$ cat config.mk
export PLATFORM = sky130hd
export DESIGN_NAME = dcache_wb_flat
export DESIGN_NICKNAME = d
export VERILOG_FILES = /design/src/rtl/dcache_wb_if.sv /design/src/rtl/dcache_wb.sv /design/src/flat_wrapper.sv
export SDC_FILE = /design/constraint.sdc
export NUM_CORES = 2
export LEC_CHECK = 0
export BUFFER_PORTS_ARGS = -buffer_cell sky130_fd_sc_hd__buf_2
export CAP_MARGIN = 20
export CORE_MARGIN = 2
export CORE_UTILIZATION = 30
export CTS_CLUSTER_SIZE = 28
export DETAILED_ROUTE_END_ITERATION = 8
export GPL_TIMING_DRIVEN = 0
export RECOVER_POWER = 100
export REMOVE_ABC_BUFFERS = 1
export SLEW_MARGIN = 20
export SYNTH_ARGS = -nofsm -noshare
export SYNTH_HDL_FRONTEND = slang
export SYNTH_SLANG_ARGS = --single-unit
$ cat constraint.sdc
create_clock -name clk -period 6.2 [get_ports clk]
set_input_delay 0.93 -clock clk [delete_from_list [all_inputs] [get_ports clk]]
set_output_delay 0.93 -clock clk [all_outputs]
set_load 0.05 [all_outputs]
$ cat src/rtl/dcache_wb_if.sv
// Core-side and memory-side signal bundle for dcache_wb.
// The slave modport is the cache's view; the master modport is the view of the core and memory.
interface dcache_wb_if #(
  parameter int LINE_ADDR_LEN = 3
);
  localparam int LINE_W = 32 * (2 ** LINE_ADDR_LEN);

  logic [31:0]       addr;
  logic              rd_req;
  logic [3:0]        wr_req;
  logic [31:0]       wr_data;
  logic [31:0]       rd_data;
  logic              miss;
  logic              mem_req;
  logic              mem_we;
  logic [31:0]       mem_addr;
  logic [LINE_W-1:0] mem_wdata;
  logic [LINE_W-1:0] mem_rdata;
  logic              mem_ready;
  logic [31:0]       hit_cnt;
  logic [31:0]       miss_cnt;

  modport slave (
    input  addr, rd_req, wr_req, wr_data, mem_rdata, mem_ready,
    output rd_data, miss, mem_req, mem_we, mem_addr, mem_wdata, hit_cnt, miss_cnt
  );

  modport master (
    output addr, rd_req, wr_req, wr_data, mem_rdata, mem_ready,
    input  rd_data, miss, mem_req, mem_we, mem_addr, mem_wdata, hit_cnt, miss_cnt
  );
endinterface

$ cat src/rtl/dcache_wb.sv
// Direct-mapped write-back, write-allocate data cache with a line-wide memory port.
// A miss stalls the pipeline while the victim is written back and the line is refilled.
module dcache_wb #(
  parameter int LINE_ADDR_LEN = 3,
  parameter int SET_ADDR_LEN  = 2,
  parameter int TAG_ADDR_LEN  = 25
) (
  input logic        clk,
  input logic        rst,
  dcache_wb_if.slave bus
);
  localparam int WORDS   = 2 ** LINE_ADDR_LEN;
  localparam int SETS    = 2 ** SET_ADDR_LEN;
  localparam int SET_LSB = LINE_ADDR_LEN + 2;
  localparam int TAG_LSB = SET_LSB + SET_ADDR_LEN;
  localparam int LINE_W  = 32 * WORDS;

  typedef enum logic [1:0] {IDLE, SWAP_OUT, SWAP_IN, SWAP_IN_OK} state_t;

  state_t r_state;
  state_t w_next;

  logic [SETS-1:0]         r_valid;
  logic [SETS-1:0]         r_dirty;
  logic [TAG_ADDR_LEN-1:0] r_tag  [SETS];
  logic [31:0]             r_data [SETS][WORDS];
  logic                    r_after_fill;
  logic [31:0]             r_hit_cnt;
  logic [31:0]             r_miss_cnt;

  logic [LINE_ADDR_LEN-1:0] w_off;
  logic [SET_ADDR_LEN-1:0]  w_set;
  logic [TAG_ADDR_LEN-1:0]  w_tag;
  logic                     w_store;
  logic                     w_req;
  logic                     w_hit;
  logic                     w_fill;
  logic [LINE_W-1:0]        w_victim;
  logic                     w_unused;

  assign w_off    = bus.addr[SET_LSB-1:2];
  assign w_set    = bus.addr[TAG_LSB-1:SET_LSB];
  assign w_tag    = bus.addr[31:TAG_LSB];
  assign w_unused = &{1'b0, bus.addr[1:0]};

  assign w_store = |bus.wr_req;
  assign w_req   = bus.rd_req | w_store;
  assign w_hit   = w_req && r_valid[w_set] && (r_tag[w_set] == w_tag) && (r_state == IDLE);
  assign w_fill  = (r_state == SWAP_IN) && bus.mem_ready;

  assign bus.rd_data  = w_hit ? r_data[w_set][w_off] : '0;
  assign bus.miss     = w_req && !w_hit;
  assign bus.hit_cnt  = r_hit_cnt;
  assign bus.miss_cnt = r_miss_cnt;

  always_comb begin
    w_victim = '0;
    for (int unsigned w = 0; w < WORDS; w++) begin
      w_victim[w*32 +: 32] = r_data[w_set][w];
    end
  end

  always_comb begin
    w_next = r_state;
    unique case (r_state)
      IDLE: begin
        if (bus.miss) begin
          w_next = (r_valid[w_set] && r_dirty[w_set]) ? SWAP_OUT : SWAP_IN;
        end
      end
      SWAP_OUT:   if (bus.mem_ready) w_next = SWAP_IN;
      SWAP_IN:    if (bus.mem_ready) w_next = SWAP_IN_OK;
      SWAP_IN_OK: w_next = IDLE;
      default:    w_next = IDLE;
    endcase
  end

  always_comb begin
    bus.mem_req   = 1'b0;
    bus.mem_we    = 1'b0;
    bus.mem_addr  = '0;
    bus.mem_wdata = '0;
    unique case (r_state)
      SWAP_OUT: begin
        bus.mem_req   = 1'b1;
        bus.mem_we    = 1'b1;
        bus.mem_addr  = {r_tag[w_set], w_set, {SET_LSB{1'b0}}};
        bus.mem_wdata = w_victim;
      end
      SWAP_IN: begin
        bus.mem_req  = 1'b1;
        bus.mem_addr = {w_tag, w_set, {SET_LSB{1'b0}}};
      end
      default: ;
    endcase
  end

  // r_after_fill marks the IDLE cycle that completes a refilled access, already counted as a miss.
  always_ff @(posedge clk or negedge rst) begin
    if (!rst) begin
      r_state      <= IDLE;
      r_valid      <= '0;
      r_dirty      <= '0;
      r_after_fill <= 1'b0;
      r_hit_cnt    <= '0;
      r_miss_cnt   <= '0;
    end else begin
      r_state      <= w_next;
      r_after_fill <= (r_state == SWAP_IN_OK);
      if (w_hit && !r_after_fill) r_hit_cnt <= r_hit_cnt + 32'd1;
      if ((r_state == IDLE) && bus.miss) r_miss_cnt <= r_miss_cnt + 32'd1;
      if (w_hit && w_store) r_dirty[w_set] <= 1'b1;
      if (w_fill) begin
        r_valid[w_set] <= 1'b1;
        r_dirty[w_set] <= 1'b0;
      end
    end
  end

  always_ff @(posedge clk) begin
    if (w_fill) begin
      r_tag[w_set] <= w_tag;
      for (int unsigned w = 0; w < WORDS; w++) begin
        r_data[w_set][w] <= bus.mem_rdata[w*32 +: 32];
      end
    end else if (w_hit && w_store) begin
      for (int unsigned b = 0; b < 4; b++) begin
        if (bus.wr_req[b]) r_data[w_set][w_off][b*8 +: 8] <= bus.wr_data[b*8 +: 8];
      end
    end
  end
endmodule

$ cat src/flat_wrapper.sv
// flat-port wrapper written by rule: the top's interface ports become plain ports
module dcache_wb_flat 
#(
  parameter int LINE_ADDR_LEN = 3,
  parameter int SET_ADDR_LEN  = 2,
  parameter int TAG_ADDR_LEN  = 25
)
  (clk, rst, bus_addr, bus_rd_req, bus_wr_req, bus_wr_data, bus_mem_rdata, bus_mem_ready, bus_rd_data, bus_miss, bus_mem_req, bus_mem_we, bus_mem_addr, bus_mem_wdata, bus_hit_cnt, bus_miss_cnt);
  dcache_wb_if #(.LINE_ADDR_LEN(LINE_ADDR_LEN)) bus_i ();
  input logic clk;
  input logic rst;
  input wire logic [$bits(bus_i.addr)-1:0] bus_addr;
  input wire logic [$bits(bus_i.rd_req)-1:0] bus_rd_req;
  input wire logic [$bits(bus_i.wr_req)-1:0] bus_wr_req;
  input wire logic [$bits(bus_i.wr_data)-1:0] bus_wr_data;
  input wire logic [$bits(bus_i.mem_rdata)-1:0] bus_mem_rdata;
  input wire logic [$bits(bus_i.mem_ready)-1:0] bus_mem_ready;
  output wire logic [$bits(bus_i.rd_data)-1:0] bus_rd_data;
  output wire logic [$bits(bus_i.miss)-1:0] bus_miss;
  output wire logic [$bits(bus_i.mem_req)-1:0] bus_mem_req;
  output wire logic [$bits(bus_i.mem_we)-1:0] bus_mem_we;
  output wire logic [$bits(bus_i.mem_addr)-1:0] bus_mem_addr;
  output wire logic [$bits(bus_i.mem_wdata)-1:0] bus_mem_wdata;
  output wire logic [$bits(bus_i.hit_cnt)-1:0] bus_hit_cnt;
  output wire logic [$bits(bus_i.miss_cnt)-1:0] bus_miss_cnt;
  assign bus_i.addr = bus_addr;
  assign bus_i.rd_req = bus_rd_req;
  assign bus_i.wr_req = bus_wr_req;
  assign bus_i.wr_data = bus_wr_data;
  assign bus_i.mem_rdata = bus_mem_rdata;
  assign bus_i.mem_ready = bus_mem_ready;
  assign bus_rd_data = bus_i.rd_data;
  assign bus_miss = bus_i.miss;
  assign bus_mem_req = bus_i.mem_req;
  assign bus_mem_we = bus_i.mem_we;
  assign bus_mem_addr = bus_i.mem_addr;
  assign bus_mem_wdata = bus_i.mem_wdata;
  assign bus_hit_cnt = bus_i.hit_cnt;
  assign bus_miss_cnt = bus_i.miss_cnt;
  dcache_wb #(.LINE_ADDR_LEN(LINE_ADDR_LEN), .SET_ADDR_LEN(SET_ADDR_LEN), .TAG_ADDR_LEN(TAG_ADDR_LEN)) u_core (.clk(clk), .rst(rst), .bus(bus_i));
endmodule
### After elaboration in Yosys (flattened, before gate mapping)

Memories as Yosys holds them, arrays and structs flattened.
Cells that the tools add are included.
W data, S select, Z words.

| word-level totals | value |
|---|---|
| bits in registers | 75 |
| RAM bits | 1124 |
| input bits | 328 |
| output and inout bits | 387 |
| word-level logic and storage cells | 2139 |
| memories | 2 |

| cells by class | value |
|---|---|
| add/subtract/negate cells | 2 |
| order comparisons | 4 |
| equality and inequality tests | 7 |
| multiplexer cells | 1071 |
| bitwise logic cells | 1030 |
| reductions and logical operators | 17 |

Memory list:

| name | words | width | read ports | clocked after Yosys merged registers in | wr ports | RTL line | source |
|---|---|---|---|---|---|---|---|
| u_core.r_data | 4 | 256 | 1 | 0 | 1 | dcache_wb.sv:26 | `logic [31:0] r_data [SETS][WORDS];` |
| u_core.r_tag | 4 | 25 | 1 | 0 | 1 | dcache_wb.sv:25 | `logic [TAG_ADDR_LEN-1:0] r_tag [SETS];` |

Operator list:

| operator | count |
|---|---|
| $mux W256 | 5 |
| $mux W1 | 1043 |
| $or A1 B1 Y1 | 1025 |
| $demux W32 S3 | 4 |
| $mux W32 | 4 |
| $bmux W32 S3 | 1 |
| $add A32 B1 Y32 const B | 2 |
| $pmux W32 S2 | 1 |
| $eq A25 B25 Y1 | 1 |
| $mux W24 | 1 |
| $mux W16 | 1 |
| $logic_and A1 B1 Y1 | 11 |
| $mux W2 | 4 |
| $mux W4 | 2 |
| $mux W8 | 1 |
| $or A4 B4 Y4 | 2 |
| $pmux W2 S4 | 1 |
| $and A4 B4 Y4 | 1 |
| $bmux W1 S2 | 2 |
| $eq A2 B2 Y1 const B | 2 |
| $ge A4 B4 Y1 const B | 1 |
| $lt A4 B1 Y1 const B | 1 |
| $ne A2 B2 Y1 const B | 2 |
| $not A3 Y4 | 1 |
| other kinds (11) | 12 |

### Depth between registers and ports, before layout

| logic depth | value |
|---|---|
| depth in word-level cells | 13 |
| depth in mapped cells | 13 |
| depth with buffers taken out | 8 |

### Least setup slack after synthesis

No wires, ideal clock.

| timing | value |
|---|---|
| path type | in2out |
| start point | in bus_addr[6] |
| end point | out bus_rd_data[30] |
| arrival time | 3927 ps |
| data required time | 5270 ps |
| path slack | 1343 ps |
| cell stages on the path | 9 |
| buffers on the path | 6 |
| path through | buf_2 -> buf_1 -> clkbuf_1 -> clkbuf_1 -> clkbuf_1 -> buf_1 -> mux4_2 -> a22oi_1 -> a31oi_1 |

| on the way | value |
|---|---|
| cells in the longest elaborated chain, start to end | 6 |
| elaborated cells between the ends (all ways) | 12 |
| classes of those cells | eq/ne (1); mux (6); reduce/logical (3); memory (2) |

Ends and longest elaborated chain:

| what | RTL line | source |
|---|---|---|
| start, declared | flat_wrapper.sv:12 | `input wire logic [$bits(bus_i.addr)-1:0] bus_addr;` |
| branches (longest 5 deep; another with $mem_v2 Z4 W256) | -- |  |
| $mux W32 * | dcache_wb.sv:51 | `assign bus.rd_data = w_hit ? r_data[w_set][w_off] : '0;` |
| end, declared | flat_wrapper.sv:18 | `output wire logic [$bits(bus_i.rd_data)-1:0] bus_rd_data;` |

Mark *: on every way between the ends. The select of a mux whose other input is x is not followed.

### Worst setup path after layout

| timing | value |
|---|---|
| start point | in bus_wr_req[0] |
| end point | out bus_rd_data[1] |

| on the way | value |
|---|---|
| cells in the longest elaborated chain, start to end | 6 |

Ends and longest elaborated chain:

| what | RTL line | source |
|---|---|---|
| start, declared | flat_wrapper.sv:14 | `input wire logic [$bits(bus_i.wr_req)-1:0] bus_wr_req;` |
| $reduce_or A4 Y1 | dcache_wb.sv:46 | `assign w_store = \|bus.wr_req;` |
| $or A1 B1 Y1 | dcache_wb.sv:47 | `assign w_req = bus.rd_req \| w_store;` |
| $logic_and A1 B1 Y1 (3 in a row) | dcache_wb.sv:48 | `assign w_hit = w_req && r_valid[w_set] && (r_tag[w_set] == w_tag) && (r_state == IDLE);` |
| $mux W32 | dcache_wb.sv:51 |  |

No other way between the ends.

==> results.json <==
{
  "ys.warnings.count": 0,
  "period_needed_ps": 6113,
  "run_status": "complete, but fails checks",
  "wl_per_cell_um": 29.21,
  "core_area_sq_mm": 0.1736,
  "timing.max_cap.violations": 2,
  "h-tree-depth": 4,
  "class_of_the_worst_hold_path": "flip-flop to flip-flop",
  "ioPinCount": 715,
  "setup_tns_ps": 0,
  "cts_root_buf": "sky130_fd_sc_hd__clkbuf_16",
  "chipHeight_um": 421.7,
  "totalPowerFinal_mw": 22.62,
  "r2r.worst_path.cells": 17,
  "worst_ir_drop_vdd_mv": 0.2476,
  "critPathArrivalTime_ps": 5180,
  "cellInternalPower_mw": 15.08,
  "synthArstFlopShare_pct": 6.255,
  "grt-ovfl-total": 0,
  "grt_start_max_net_pins": 84,
  "timing.final.crit_share_pct": 98.59,
  "leakage_nw": 21.32,
  "drtIter0Drc": 3114,
  "detail_route.drc_violations": 0,
  "tritoncts": "done",
  "maxSlewHeadroom_pct": -79.95,
  "die_w_um": 421.7,
  "drive_above_1_share_pct": 26.65,
  "critical_path_required_ps": 5270,
  "finalWorstSetupSlack_ps": 87.12,
  "synth_top_area_cell": "sky130_fd_sc_hd__edfxtp_1",
  "hold_path_depth": 1,
  "netlist_instances": 2977,
  "ys_ff_latch": 1199,
  "cts_sinks": 1199,
  "grt_pass1_vias": 32200,
  "cts_setup_buffers": 0,
  "cts_resized": 0,
  "clock_pin_slew_reported_for_the_worst_setup_and_hold_paths_after_clock_tree_synthesis_ps": 60,
  "initial_utilization_pct": 30.15,
  "clock_insertion_delay_worst_skew_ps": 780,
  "synth_edf_count": 1124,
  "synthFlopType": "sky130_fd_sc_hd__edfxtp_1",
  "synth_most_common_cell": "sky130_fd_sc_hd__edfxtp_1",
  "globalRouteTotalUtil_pct": 19.61,
  "report.final.setup_viol": 0,
  "violations": "capacitance limit, slew limit",
  "cts.path.max_buffers": 3,
  "synth.avg_cell_area_sq_um": 17.58,
  "synth.yosys.seq_area_share_pct": 68.07,
  "drt_pre_antenna_iters": 7,
  "pwr-share-comb_pct": 23.1,
  "die_outline_area_sq_mm": 0.1778,
  "cts_buffers": 135,
  "power_frac_seq_pct": 41.9,
  "grt_first_pass_wirelength_mm": 247.1,
  "timing.setup.critical_path_class": "input pin to output pin",
  "synthesis.area_sq_mm": 0.05234,
  "rows": 153,
  "drt_wl_total_mm": 180.1,
  "antenna_violations_before_repair": 53,
  "cts_hold_repair.buffers": 0,
  "net_sw_power_mw": 7.544,
  "number_of_hold_violations_in_the_final_report": 0,
  "vias_per_cell": 5.224,
  "globalplace.congestion": 0.8514,
  "dp_hpwl_mm": 127.3,
  "fillCellCount": 16580,
  "worst_clock_skew_ps": 39.32,
  "area_growth_pct": 19.96,
  "synth_largest_type_area_fraction_pct": 64.48,
  "ant_nets": 0,
  "crit_path_end_kind": "output pin",
  "report.final.slew_viol_count": 89,
  "synth.lib_cells_used.distinct": 60,
  "detailedPlace.worstSlack_ps": -432.8,
  "cp-start-kind": "input pin",
  "power_density_mw_per_mm2": 360.3,
  "clkPwrFrac_pct": 34.9,
  "layout.nets": 4028,
  "grt_setup_unrepaired": "no",
  "worst_pin_slew_ps": 2699,
  "fmax_mhz": 163.6,
  "synth_commonest_cells": "sky130_fd_sc_hd__edfxtp_1, sky130_fd_sc_hd__mux4_2, sky130_fd_sc_hd__and2_1",
  "worst-path-max-fanout": 18,
  "dr_total_vias": 32210,
  "yosys-top-cells-area": "sky130_fd_sc_hd__edfxtp_1, sky130_fd_sc_hd__mux4_2, sky130_fd_sc_hd__mux2_2, sky130_fd_sc_hd__dfrtp_1, sky130_fd_sc_hd__and2_1",
  "power_switching_share_pct": 33.35,
  "port_buffers": 707
}
==> critical path: stages <==
cell and delay (ps):
sky130_fd_sc_hd__buf_2 410, sky130_fd_sc_hd__or4_1 490, sky130_fd_sc_hd__o21a_1 650, sky130_fd_sc_hd__nand3_1 300
sky130_fd_sc_hd__nor4_1 650, sky130_fd_sc_hd__o2111ai_4 450, sky130_fd_sc_hd__buf_16 290, sky130_fd_sc_hd__buf_8 160
sky130_fd_sc_hd__buf_16 160, sky130_fd_sc_hd__nor2_1 290, sky130_fd_sc_hd__buf_2 330
==> placed cells by master, fill, tap and decap left out, drive strengths merged, types with 7 or more instances in the layout <==
| cell type | synthesis | final |
|---|---|---|
| a22oi | 27 | 27 |
| a31oi | 33 | 33 |
| and2 | 264 | 264 |
| and3 | 13 | 13 |
| and4 | 7 | 7 |
| buf | 76 | 391 |
| bufinv | 0 | 10 |
| clkbuf | 117 | 542 |
| clkinv | 0 | 53 |
| dfrtp | 75 | 75 |
| diode | 0 | 43 |
| edfxtp | 1124 | 1124 |
| inv | 16 | 25 |
| mux2 | 260 | 260 |
| mux2i | 14 | 14 |
| mux4 | 279 | 279 |
| nand2 | 30 | 30 |
| nand3 | 60 | 60 |
| nand4 | 26 | 26 |
| nor2 | 211 | 211 |
| nor3 | 28 | 28 |
| nor4 | 17 | 17 |
| o22ai | 126 | 126 |
| or4 | 33 | 33 |
| xnor2 | 38 | 38 |
| xor2 | 46 | 46 |
==> per-stage QoR <==
stage	cell area, sq um	util (%)	cells	hold slack (ps)
final	62790	36.16	6165	468.1
after global routing	62770	36.15	6158	472.6
after CTS	63590	36.62	6122	37.00
after detailed placement	59260	34.13	5882	455.3
after global placement	57950	33.38	5820	446.3
after floorplan	51510	-	2788	433.7
==> sequential cells by signal (all words and copies together), names as in the netlist, named ones only <==
register / count
u_core.r_tag: 100
u_core.r_data: 1024
u_core.bus.hit_cnt: 32
u_core.r_after_fill: 1
u_core.r_dirty: 1
u_core.bus.miss_cnt: 32
u_core.r_valid: 4
u_core.r_state: 2
==> final timing paths <==
kind	start	endpoint	slack [ps]
min	u_core.bus.miss_cnt[31]$_DFFE_PN0P_	u_core.bus.miss_cnt[31]$_DFFE_PN0P_	470
min in group asynchronous	rst	u_core.bus.hit_cnt[13]$_DFFE_PN0P_	510
min reg2reg	u_core.bus.miss_cnt[31]$_DFFE_PN0P_	u_core.bus.miss_cnt[31]$_DFFE_PN0P_	470
max reg2reg	u_core.r_state[0]$_DFFE_PN0P_	u_core.r_data[2][163]$_DFFE_PP_	720
max in group asynchronous	rst	u_core.r_after_fill$_DFF_PN0_	2490
max	bus_wr_req[0]	bus_rd_data[1]	90
==> power by group through the flow <==
stage | logic, mW | registers, mW | clock network [mW]
floorplan | 3.44 | 9.68 | 0
global placement | 5.31 | 9.64 | 0
detailed placement | 5.41 | 9.66 | 0
CTS | 5.42 | 9.49 | 8.03
global route | 5.46 | 9.52 | 8.33
finish | 5.23 | 9.49 | 7.90
==> cells by family after synthesis <==
family          Yosys count  synth area share [%]
flops                  1199                 68.07
simple gates            715                 8.113
mux                     553                 17.87
compound gates          210                 2.653
buf+inv                 209                 1.745
xor+xnor                 84                 1.406
fa+ha+maj                 6                0.1434
other cells               1              0.007164
==> routing by layer <==
| layer | part of all wire, % | global-route usage (%) | routed length, um |
|---|---|---|---|
| met2 | 50 | 32.43 | 89200 |
| met4 | 4.5 | 8.644 | 8085 |
| met1 | 38 | 24.74 | 68680 |
| met5 | 0.070 | 0 | 126 |
| met3 | 7.8 | 4.169 | 14000 |
==> final cells by class <==
cell class	count	area (sq um)	area share, %
inverter	16	60.06	0.09565
tap	2325	2909	4.633
clock inverter	76	759.5	1.210
timing repair buffer	769	4203	6.693
sequential	1199	35630	56.74
multi-input combinational	1573	15550	24.77
antenna	43	107.6	0.1714
clock buffer	164	3571	5.687
Power figures use the tool's default switching activity.
